--- src/rtl/mem_arbiter.sv ---
// rtl/mem_arbiter.sv - two-port arbiter for the shared single-port 256x8 memory
// Fixed CPU priority with loader aging; 2-cycle request-to-response pipeline.
module mem_arbiter #(
  parameter int WIDTH         = 8,
  parameter int RAM_ADDR_BITS = 8,
  parameter int MAX_WAIT      = 3
) (
  input  logic                     clk,
  input  logic                     reset_n,
  input  logic                     cpu_req,
  input  logic                     cpu_we,
  input  logic [RAM_ADDR_BITS-1:0] cpu_adr,
  input  logic [WIDTH-1:0]         cpu_wdata,
  output logic                     cpu_gnt,
  output logic                     cpu_rvalid,
  output logic [WIDTH-1:0]         cpu_rdata,
  input  logic                     ld_req,
  input  logic                     ld_we,
  input  logic [RAM_ADDR_BITS-1:0] ld_adr,
  input  logic [WIDTH-1:0]         ld_wdata,
  output logic                     ld_gnt,
  output logic                     ld_rvalid,
  output logic [WIDTH-1:0]         ld_rdata,
  output logic                     mem_memwrite,
  output logic [RAM_ADDR_BITS-1:0] mem_adr,
  output logic [WIDTH-1:0]         mem_writedata,
  input  logic [WIDTH-1:0]         mem_memdata,
  output logic                     busy
);

  typedef enum logic [1:0] {OWN_NONE, OWN_CPU, OWN_LD} owner_t;

  owner_t     owner;
  logic [3:0] wait_cnt;

  // Loader takes the slot when the CPU is idle or the loader has aged out.
  always_comb begin
    ld_gnt  = ld_req && (!cpu_req || (wait_cnt >= 4'(MAX_WAIT)));
    cpu_gnt = cpu_req && !ld_gnt;
  end

  always_ff @(posedge clk or negedge reset_n) begin
    if (!reset_n) begin
      wait_cnt <= 4'd0;
    end else if (ld_gnt || !ld_req) begin
      wait_cnt <= 4'd0;
    end else if (cpu_gnt && (wait_cnt != 4'hF)) begin
      wait_cnt <= wait_cnt + 4'd1;
    end
  end

  // Issue stage: the memory samples these registers on the next falling edge.
  always_ff @(posedge clk or negedge reset_n) begin
    if (!reset_n) begin
      mem_memwrite  <= 1'b0;
      mem_adr       <= '0;
      mem_writedata <= '0;
      owner         <= OWN_NONE;
      busy          <= 1'b0;
    end else begin
      busy <= cpu_gnt || ld_gnt;
      if (ld_gnt) begin
        mem_memwrite  <= ld_we;
        mem_adr       <= ld_adr;
        mem_writedata <= ld_wdata;
        owner         <= OWN_LD;
      end else if (cpu_gnt) begin
        mem_memwrite  <= cpu_we;
        mem_adr       <= cpu_adr;
        mem_writedata <= cpu_wdata;
        owner         <= OWN_CPU;
      end else begin
        mem_memwrite  <= 1'b0;
        owner         <= OWN_NONE;
      end
    end
  end

  // Response stage: writes also pulse rvalid, returning the old contents.
  always_ff @(posedge clk or negedge reset_n) begin
    if (!reset_n) begin
      cpu_rvalid <= 1'b0;
      ld_rvalid  <= 1'b0;
      cpu_rdata  <= '0;
      ld_rdata   <= '0;
    end else begin
      cpu_rvalid <= (owner == OWN_CPU);
      ld_rvalid  <= (owner == OWN_LD);
      if (owner == OWN_CPU) cpu_rdata <= mem_memdata;
      if (owner == OWN_LD)  ld_rdata  <= mem_memdata;
    end
  end

endmodule

--- config.mk ---
export PLATFORM = sky130hd
export DESIGN_NAME = mem_arbiter
export DESIGN_NICKNAME = d
export VERILOG_FILES = /design/src/rtl/mem_arbiter.sv
export SDC_FILE = /design/constraint.sdc
export NUM_CORES = 1
export LEC_CHECK = 0
export ABC_CLOCK_PERIOD_IN_PS = 2700
export CORE_MARGIN = 2
export CORE_UTILIZATION = 30
export CTS_BUF_LIST = sky130_fd_sc_hd__clkbuf_8
export DETAILED_ROUTE_END_ITERATION = 8
export GPL_ROUTABILITY_DRIVEN = 1
export GPL_TIMING_DRIVEN = 0
export SLEW_MARGIN = 20
export SYNTH_ARGS = -nofsm -noshare
export SYNTH_HDL_FRONTEND = slang
export SYNTH_SLANG_ARGS = --single-unit
--- constraint.sdc ---
create_clock -name clk -period 2.7 [get_ports clk]
set_input_delay 0.54 -clock clk [delete_from_list [all_inputs] [get_ports clk]]
set_output_delay 0.54 -clock clk [all_outputs]
set_load 0.05 [all_outputs]
==> results of run 1 <==
[placed cells by master (no fill, tap or decap), drive strengths merged]
master	netlist	routed
and3	1	1
buf	5	9
clkdlybuf4s50	0	80
and2	1	1
inv	3	3
clkbuf	1	7
mux2	48	48
nand2	2	2
nor2b	1	1
conb	1	2
nor2	1	1
nand2b	2	2
mux2i	1	1
or2	1	1
nor4b	1	1
bufinv	0	1
dfrtp	42	42
ha	1	1
[what timing repair did]
| action | 4_1_cts | 5_1_grt |
|---|---|---|
| endpoints found under the setup margin | 2 | 2 |
| setup buffers | 0 | 0 |
| resized for setup | 8 | 4 |
[final cells by class]
cell class,count,area (sq um)
plain buffers,6,56.3
clock buffers,6,82.6
fillers,529,3020
clock inverters,1,30.0
repair buffers,84,838
multi-input cells,62,672
well taps,75,93.8
inverters,3,11.3
flip-flops and latches,42,1050
[final timing paths]
check / slack (ns) / cells past startpoint / to / from
hold reg to reg: 0.43 / 1 / wait_cnt[0]$_DFFE_PN0P_ / wait_cnt[0]$_DFFE_PN0P_
setup / recovery: 0.11 / 7 / cpu_gnt / cpu_req
min in group clk: 0.43 / 1 / wait_cnt[0]$_DFFE_PN0P_ / wait_cnt[0]$_DFFE_PN0P_
setup reg to reg: 0.91 / 6 / mem_adr[0]$_DFFE_PN0P_ / wait_cnt[0]$_DFFE_PN0P_
max in group asynchronous: 2.09 / 2 / cpu_rdata[3]$_DFFE_PN0P_ / reset_n
hold / removal: 0.15 / 1 / cpu_rdata[4]$_DFFE_PN0P_ / reset_n
[metrics by stage]
step / power [uW] / TNS [ns] / setup slack (ns) / utilization, % / cells
finish: 1900 / 0 / 0.106 / 48.5 / 279
detailed placement: 1440 / -0.888 / -0.544 / 46.7 / 272
CTS: 1940 / 0 / 0.0106 / 48.5 / 279
global placement: 1420 / -0.841 / -0.522 / 46.4 / 271
floorplan: 1170 / 0 / 0.570 / - / 113
global route: 2010 / 0 / 0.0155 / 48.5 / 279
[power by group]
group	switching, uW	internal [uW]
combinational	382	286
sequential	38.9	707
clock	195	296
[cells by family after synthesis]
group / after synthesis / synth area share, %
simple gates: 10 / 4.20
fa+ha+maj: 1 / 0.700
buf+inv: 9 / 3.78
mux: 49 / 32.3
other cells: 1 / 0.210
flops: 42 / 58.8
[registers in the layout (all words and copies together) (netlist names)]
| register | cells |
|---|---|
| mem_writedata | 8 |
| mem_adr | 8 |
| mem_memwrite | 1 |
| cpu_rdata | 8 |
| wait_cnt | 4 |
| owner | 2 |
| cpu_rvalid | 1 |
| busy | 1 |
| ld_rvalid | 1 |
| ld_rdata | 8 |
[routing by layer]
metal	vias up	wire, um	GRT usage (%)
li1	566	-	-
met1	584	1500	13.8
met2	50	2050	23.4
met3	6	290	3.89
met4	0	63	5.08
met5	-	0	0
[critical path: stages]
cell	delay [ns]
clkdlybuf4s50_1	0.47
nor4b_4	0.22
nand2b_1	0.15
buf_6	0.16
buf_12	0.15
and2_2	0.15
buf_4	0.19
==> Flow_metrics.wiki, run 1 <==
{| class="wikitable"
! Metric !! Value
|-
| Status || completed
|-
| Global router's overall resource usage || 12.8%
|-
| Number of antenna violations at the first check in global routing || 0
|-
| FFs w/ async S/R, synth || 100%
|-
| Layout cells sized above 1 || 33.3%
|-
| CORE AREA || 5850 sq um
|-
| Post-synthesis sequential element count || 42
|-
| Setup repair after global routing missed its margin || no
|-
| Vertical die dimension || 81.2 um
|-
| Area overhead of the layout relative to synthesis || 58.7%
|-
| Number of global-route vias before repair || 1,325
|-
| Count of hold buffers inserted by post-cts repair || 0
|-
| Critical setup path kind || input port to output pin
|-
| Hold slack || 0.151 ns
|-
| Area of the mapped netlist || 1790 sq um
|-
| Total vias in the final route || 1,206
|-
| Wire length of the first global-routing pass || 6.28 mm
|-
| DRC viols || 0
|-
| Count of endpoints failing hold in the final timing report || 0
|-
| Clk sink count || 42
|-
| Cell type with the largest total area after synthesis || dfrtp_1
|-
| Detailed Route Iter0 Violations || 18
|-
| Starting Density || 30.5%
|-
| Top Ports || 84
|-
| IR Drop Worst-Case VDD || 273 uV
|-
| Type of element capturing the critical path || output pin
|-
| Max FO, Critical Path || 10
|-
| Final #Nets || 251
|-
| Worst hold-check path type || input port to asynchronous set/reset pin
|-
| Placed cell areas || 2730 sq um
|-
| Latest clock arrival within the worst-skew pair || 0.29 ns
|-
| Part of the cycle the worst path needs || 96.1%
|-
| Count of endpoints failing setup in the final report || 0
|-
| Clk_skew || 0.00753 ns
|-
| EDFF count, synth || 0
|-
| Routed wire length || 3.90 mm
|-
| Buffer cell driving the clock tree root || clkbuf_8
|-
| Antenna diode count || 0
|-
| Largest cells by area after synthesis || dfrtp_1, mux2_2, mux2_4
|-
| Grt total ovfl || 0
|-
| Pin count of the biggest net entering global routing || 29
|-
| CTS H-tree lvls || 2
|-
| Slew margin rel. || 64.9%
|-
| Final GP Congestion || 0.666
|-
| Post-route cell area || 2840 sq um
|-
| Warnings, synthesis || 0
|-
| Syn avg cell area || 16.0 sq um
|-
| Minimum clock period after layout || 2.59 ns
|-
| Count of nets left with antenna violations after detail routing || 0
|-
| Max-slew violations || 0
|-
| Pre-Repair DR Iteration Count || 2
|-
| Detailed Place HPWL || 3.09 mm
|-
| Reported max-cap violation count || 0
|-
| Flip-flop cell with the highest count after synthesis || dfrtp_1
|-
| Measured slew at the worst slew-check pin || 0.525 ns
|-
| Count of buffers inserted at the top-level ports || 83
|-
| Number of buffers created by CTS || 5
|-
| Clock Path Buffers || 2
|-
| Critical Path Start Type || input port
|-
| Clock transition time at the flip-flop clock pins of the worst setup and hold paths || 0.07 ns
|-
| Via-per-instance ratio || 4.32
|-
| Power density over cell area || 672 nW/um^2
|-
| Most common cell in the synthesized netlist || dfrtp_1
|-
| Req. time, crit path || 2.16 ns
|-
| Die Outline Area || 6590 sq um
|-
| TritonCTS clock tree || yes
|-
| Leakage Power || 0.00122 uW
|-
| Instance count of the mapped netlist || 112
|-
| Arrival time at the worst endpoint || 2.05 ns
|-
| Sequential element share of the synthesized area || 58.8%
|-
| Number of distinct library cells after synthesis || 19
|-
| Per-cell routed wire length || 14.0 um
|-
| Synth top area share || 58.8%
|-
| Rows || 28
|-
| Chip width || 81.2 um
|-
| Commonest cells post-synth || dfrtp_1, mux2_2, mux2_4, inv_1
|-
| Achievable frequency || 386 MHz
|}
Note: power is estimated with default switching activity, not from simulation.
==> run 2: changes to the inputs <==
--- a/config.mk
+++ b/config.mk
@@ -12,7 +12,6 @@
 export DETAILED_ROUTE_END_ITERATION = 8
 export GPL_ROUTABILITY_DRIVEN = 1
 export GPL_TIMING_DRIVEN = 0
-export SLEW_MARGIN = 20
 export SYNTH_ARGS = -nofsm -noshare
 export SYNTH_HDL_FRONTEND = slang
 export SYNTH_SLANG_ARGS = --single-unit
==> results of run 2 <==
Final layout, timing and power as in run 1 (identical DEF).
==> run 3: changes to the inputs <==
--- a/config.mk
+++ b/config.mk
@@ -12,6 +12,8 @@
 export DETAILED_ROUTE_END_ITERATION = 8
 export GPL_ROUTABILITY_DRIVEN = 1
 export GPL_TIMING_DRIVEN = 0
+export REMOVE_ABC_BUFFERS = 1
+export SKIP_LAST_GASP = 1
 export SYNTH_ARGS = -nofsm -noshare
 export SYNTH_HDL_FRONTEND = slang
 export SYNTH_SLANG_ARGS = --single-unit
==> run 3 against run 2 <==
Compared with the run above:
- fmax increased by 4.6%
- sequential share of layout area up 0.51 points
- clock-buffer cell count shrank 1
- highest routed layer unchanged
- clock skew is 0.0031 ns lower
- wire length fell by 0.15%
- register-to-register slack worse by 0.11 ns
- utilization is 0.66 points lower
- total power fell by 1.1%
==> Flow_metrics.wiki, run 3 (synthesized netlist as in run 1, its figures left out) <==
{| class="wikitable"
! Metric !! Value
|-
| Status || completed (unchanged)
|-
| Reported max-cap violation count || 0 (unchanged)
|-
| CORE AREA || 5850 sq um (unchanged)
|-
| Antenna diode count || 0 (unchanged)
|-
| Vertical die dimension || 81.2 um (unchanged)
|-
| Leading cell type in the layout, fill and taps excluded || clkdlybuf4s50_1 (unchanged)
|-
| Via-per-instance ratio || 4.35 (was 4.32)
|-
| Total Power Consumption || 1880 uW (was 1900 uW)
|-
| Clk sink count || 42 (unchanged)
|-
| Wire length of the first global-routing pass || 6.20 mm (was 6.28 mm)
|-
| Hold slack || 0.0424 ns (was 0.151 ns)
|-
| Rows || 28 (unchanged)
|-
| Area overhead of the layout relative to synthesis || 56.5% (was 58.7%)
|-
| Power density over cell area || 674 nW/um^2 (was 672 nW/um^2)
|-
| Pre-Repair DR Iteration Count || 4 (was 2)
|-
| Total vias in the final route || 1,197 (was 1,206)
|-
| Count of endpoints failing hold in the final timing report || 0 (unchanged)
|-
| Req. time, crit path || 2.16 ns (about the same)
|-
| Leakage Power || 0.00119 uW (was 0.00122 uW)
|-
| Top Ports || 84 (unchanged)
|-
| Buffer cell driving the clock tree root || clkbuf_8 (unchanged)
|-
| Part of the cycle the worst path needs || 91.8% (was 96.1%)
|-
| Detailed Route Iter0 Violations || 26 (was 18)
|-
| Die Outline Area || 6590 sq um (unchanged)
|-
| IR Drop Worst-Case VDD || 262 uV (was 273 uV)
|-
| Seq. cell area || 1050 sq um (unchanged)
|-
| DRC viols || 0 (unchanged)
|-
| Beginning of the worst register-to-register path || wait_cnt[0]$_DFFE_PN0P_ (unchanged)
|-
| Detailed Place HPWL || 2.93 mm (was 3.09 mm)
|-
| Achievable frequency || 403 MHz (was 386 MHz)
|-
| Number of antenna violations at the first check in global routing || 0 (unchanged)
|-
| Reg2Reg Depth || 5 (was 6)
|-
| Max FO, Critical Path || 3 (was 10)
|-
| Count of buffers inserted at the top-level ports || 83 (unchanged)
|-
| Measured slew at the worst slew-check pin || 0.788 ns (was 0.525 ns)
|-
| Most frequent cells in the layout || clkdlybuf4s50_1, dfrtp_1, mux2_2 (unchanged)
|-
| Critical Path Start Type || flop (was input port)
|-
| Count of nets left with antenna violations after detail routing || 0 (unchanged)
|-
| Minimum clock period after layout || 2.48 ns (was 2.59 ns)
|-
| Routed wire length || 3.89 mm (was 3.90 mm)
|-
| Type of element capturing the critical path || output pin (unchanged)
|-
| Grt total ovfl || 0 (unchanged)
|-
| Count of endpoints failing setup in the final report || 0 (unchanged)
|-
| Pin count of the biggest net entering global routing || 41 (was 29)
|-
| Area used by multi-input combinational logic || 679 sq um (was 672 sq um)
|-
| Final GP Congestion || 0.627 (was 0.666)
|-
| Global router's overall resource usage || 12.6% (was 12.8%)
|-
| Number of global-route vias before repair || 1,314 (was 1,325)
|-
| Number of buffers created by CTS || 5 (unchanged)
|-
| Clock transition time at the flip-flop clock pins of the worst setup and hold paths || 0.08 ns (was 0.07 ns)
|-
| Arrival time at the worst endpoint || 1.94 ns (was 2.05 ns)
|-
| Final #Nets || 246 (was 251)
|-
| Slew margin rel. || 47.4% (was 64.9%)
|-
| Critical register-to-register path endpoint || mem_adr[3]$_DFFE_PN0P_ (was mem_adr[0]$_DFFE_PN0P_)
|-
| Chip width || 81.2 um (unchanged)
|-
| Fillcell total || 508 (was 529)
|-
| Setup repair after global routing missed its margin || no (unchanged)
|-
| Layout cells sized above 1 || 32.5% (was 33.3%)
|-
| Per-cell routed wire length || 14.2 um (was 14.0 um)
|-
| Starting Density || 30.5% (unchanged)
|-
| Worst hold-check path type || input port to asynchronous set/reset pin (unchanged)
|-
| Critical setup path kind || flop to output pin (was input port to output pin)
|-
| Clk_skew || 0.00447 ns (was 0.00753 ns)
|-
| Clock Path Buffers || 2 (unchanged)
|-
| Max-slew violations || 0 (unchanged)
|-
| Core utilization of the finished layout || 47.8% (was 48.5%)
|-
| Latest clock arrival within the worst-skew pair || 0.29 ns (about the same)
|-
| TritonCTS clock tree || yes (unchanged)
|-
| Reg-to-reg setup timing slack || 0.80 ns (was 0.91 ns)
|-
| CTS H-tree lvls || 2 (unchanged)
|}
-- run 3: changes by cell type in the layout (fill, tap and decap cells not counted), sizes merged --
cell and delta:
dlygate4sd2 +1, buf -5, clkdlybuf4s50 -1, clkbuf -2, clkdlybuf4s15 +1, inv +1, clkinvlp +1
-- run 3: layout make-up --
cell class	count	share of cell area [%]
sequential	42	37.6
timing repair buffer	85	30.4
clock inverter	3	1.48
clock buffer	5	2.46
inverter	3	0.403
tap	75	3.36
multi-input combinational	62	24.3
-- run 3: per-stage QoR --
stage	std cells	setup slack, ns	TNS [ns]	cell area [sq um]
after detailed placement	266	-1.89	-16.95	2670
after global routing	275	0.111	0	2800
after floorplan	107	0.214	0	1730
after global placement	265	-1.80	-15.31	2660
after CTS	275	0.199	0	2800
final	275	0.221	0	2800
-- run 3: per-layer routing --
metal	routed length (um)	part of all wire (%)	up-vias	track usage [%]
met3	413	11	7	5.22
met4	69	1.8	0	5.08
met2	1850	48	67	21.3
li1	-	-	556	-
met1	1560	40	567	14.1
met5	0	0	-	0
-- run 3: timing repair --
action,4_1_cts,5_1_grt
resized for setup,12,0
setup endpoints to repair,21,0
endpoints found under the hold margin,0,0
buffers inserted,1,0
hold buffers,0,0
-- run 3: report_power, final --
part,internal (uW),total (uW),switching [uW]
combinational,280,660,381
sequential,707,745,38.2
clock,272,478,206
-- run 3: critical path, cell delays in order (launching register included) --
cell and delay [ns]:
dfrtp_1 0.39, ha_1 0.23, nor4b_4 0.31, nand2b_4 0.19, and2_2 0.15, clkdlybuf4s15_2 0.38
-- run 3: how the worst max path moves through the flow --
stage / startpoint / to
2_1_floorplan: wait_cnt[0]$_DFFE_PN0P_ / ld_gnt
3_3_place_gp: cpu_req / cpu_gnt
3_5_place_dp: cpu_req / cpu_gnt
4_1_cts: wait_cnt[0]$_DFFE_PN0P_ / cpu_gnt
5_1_grt: wait_cnt[0]$_DFFE_PN0P_ / cpu_gnt
6_report: wait_cnt[0]$_DFFE_PN0P_ / cpu_gnt
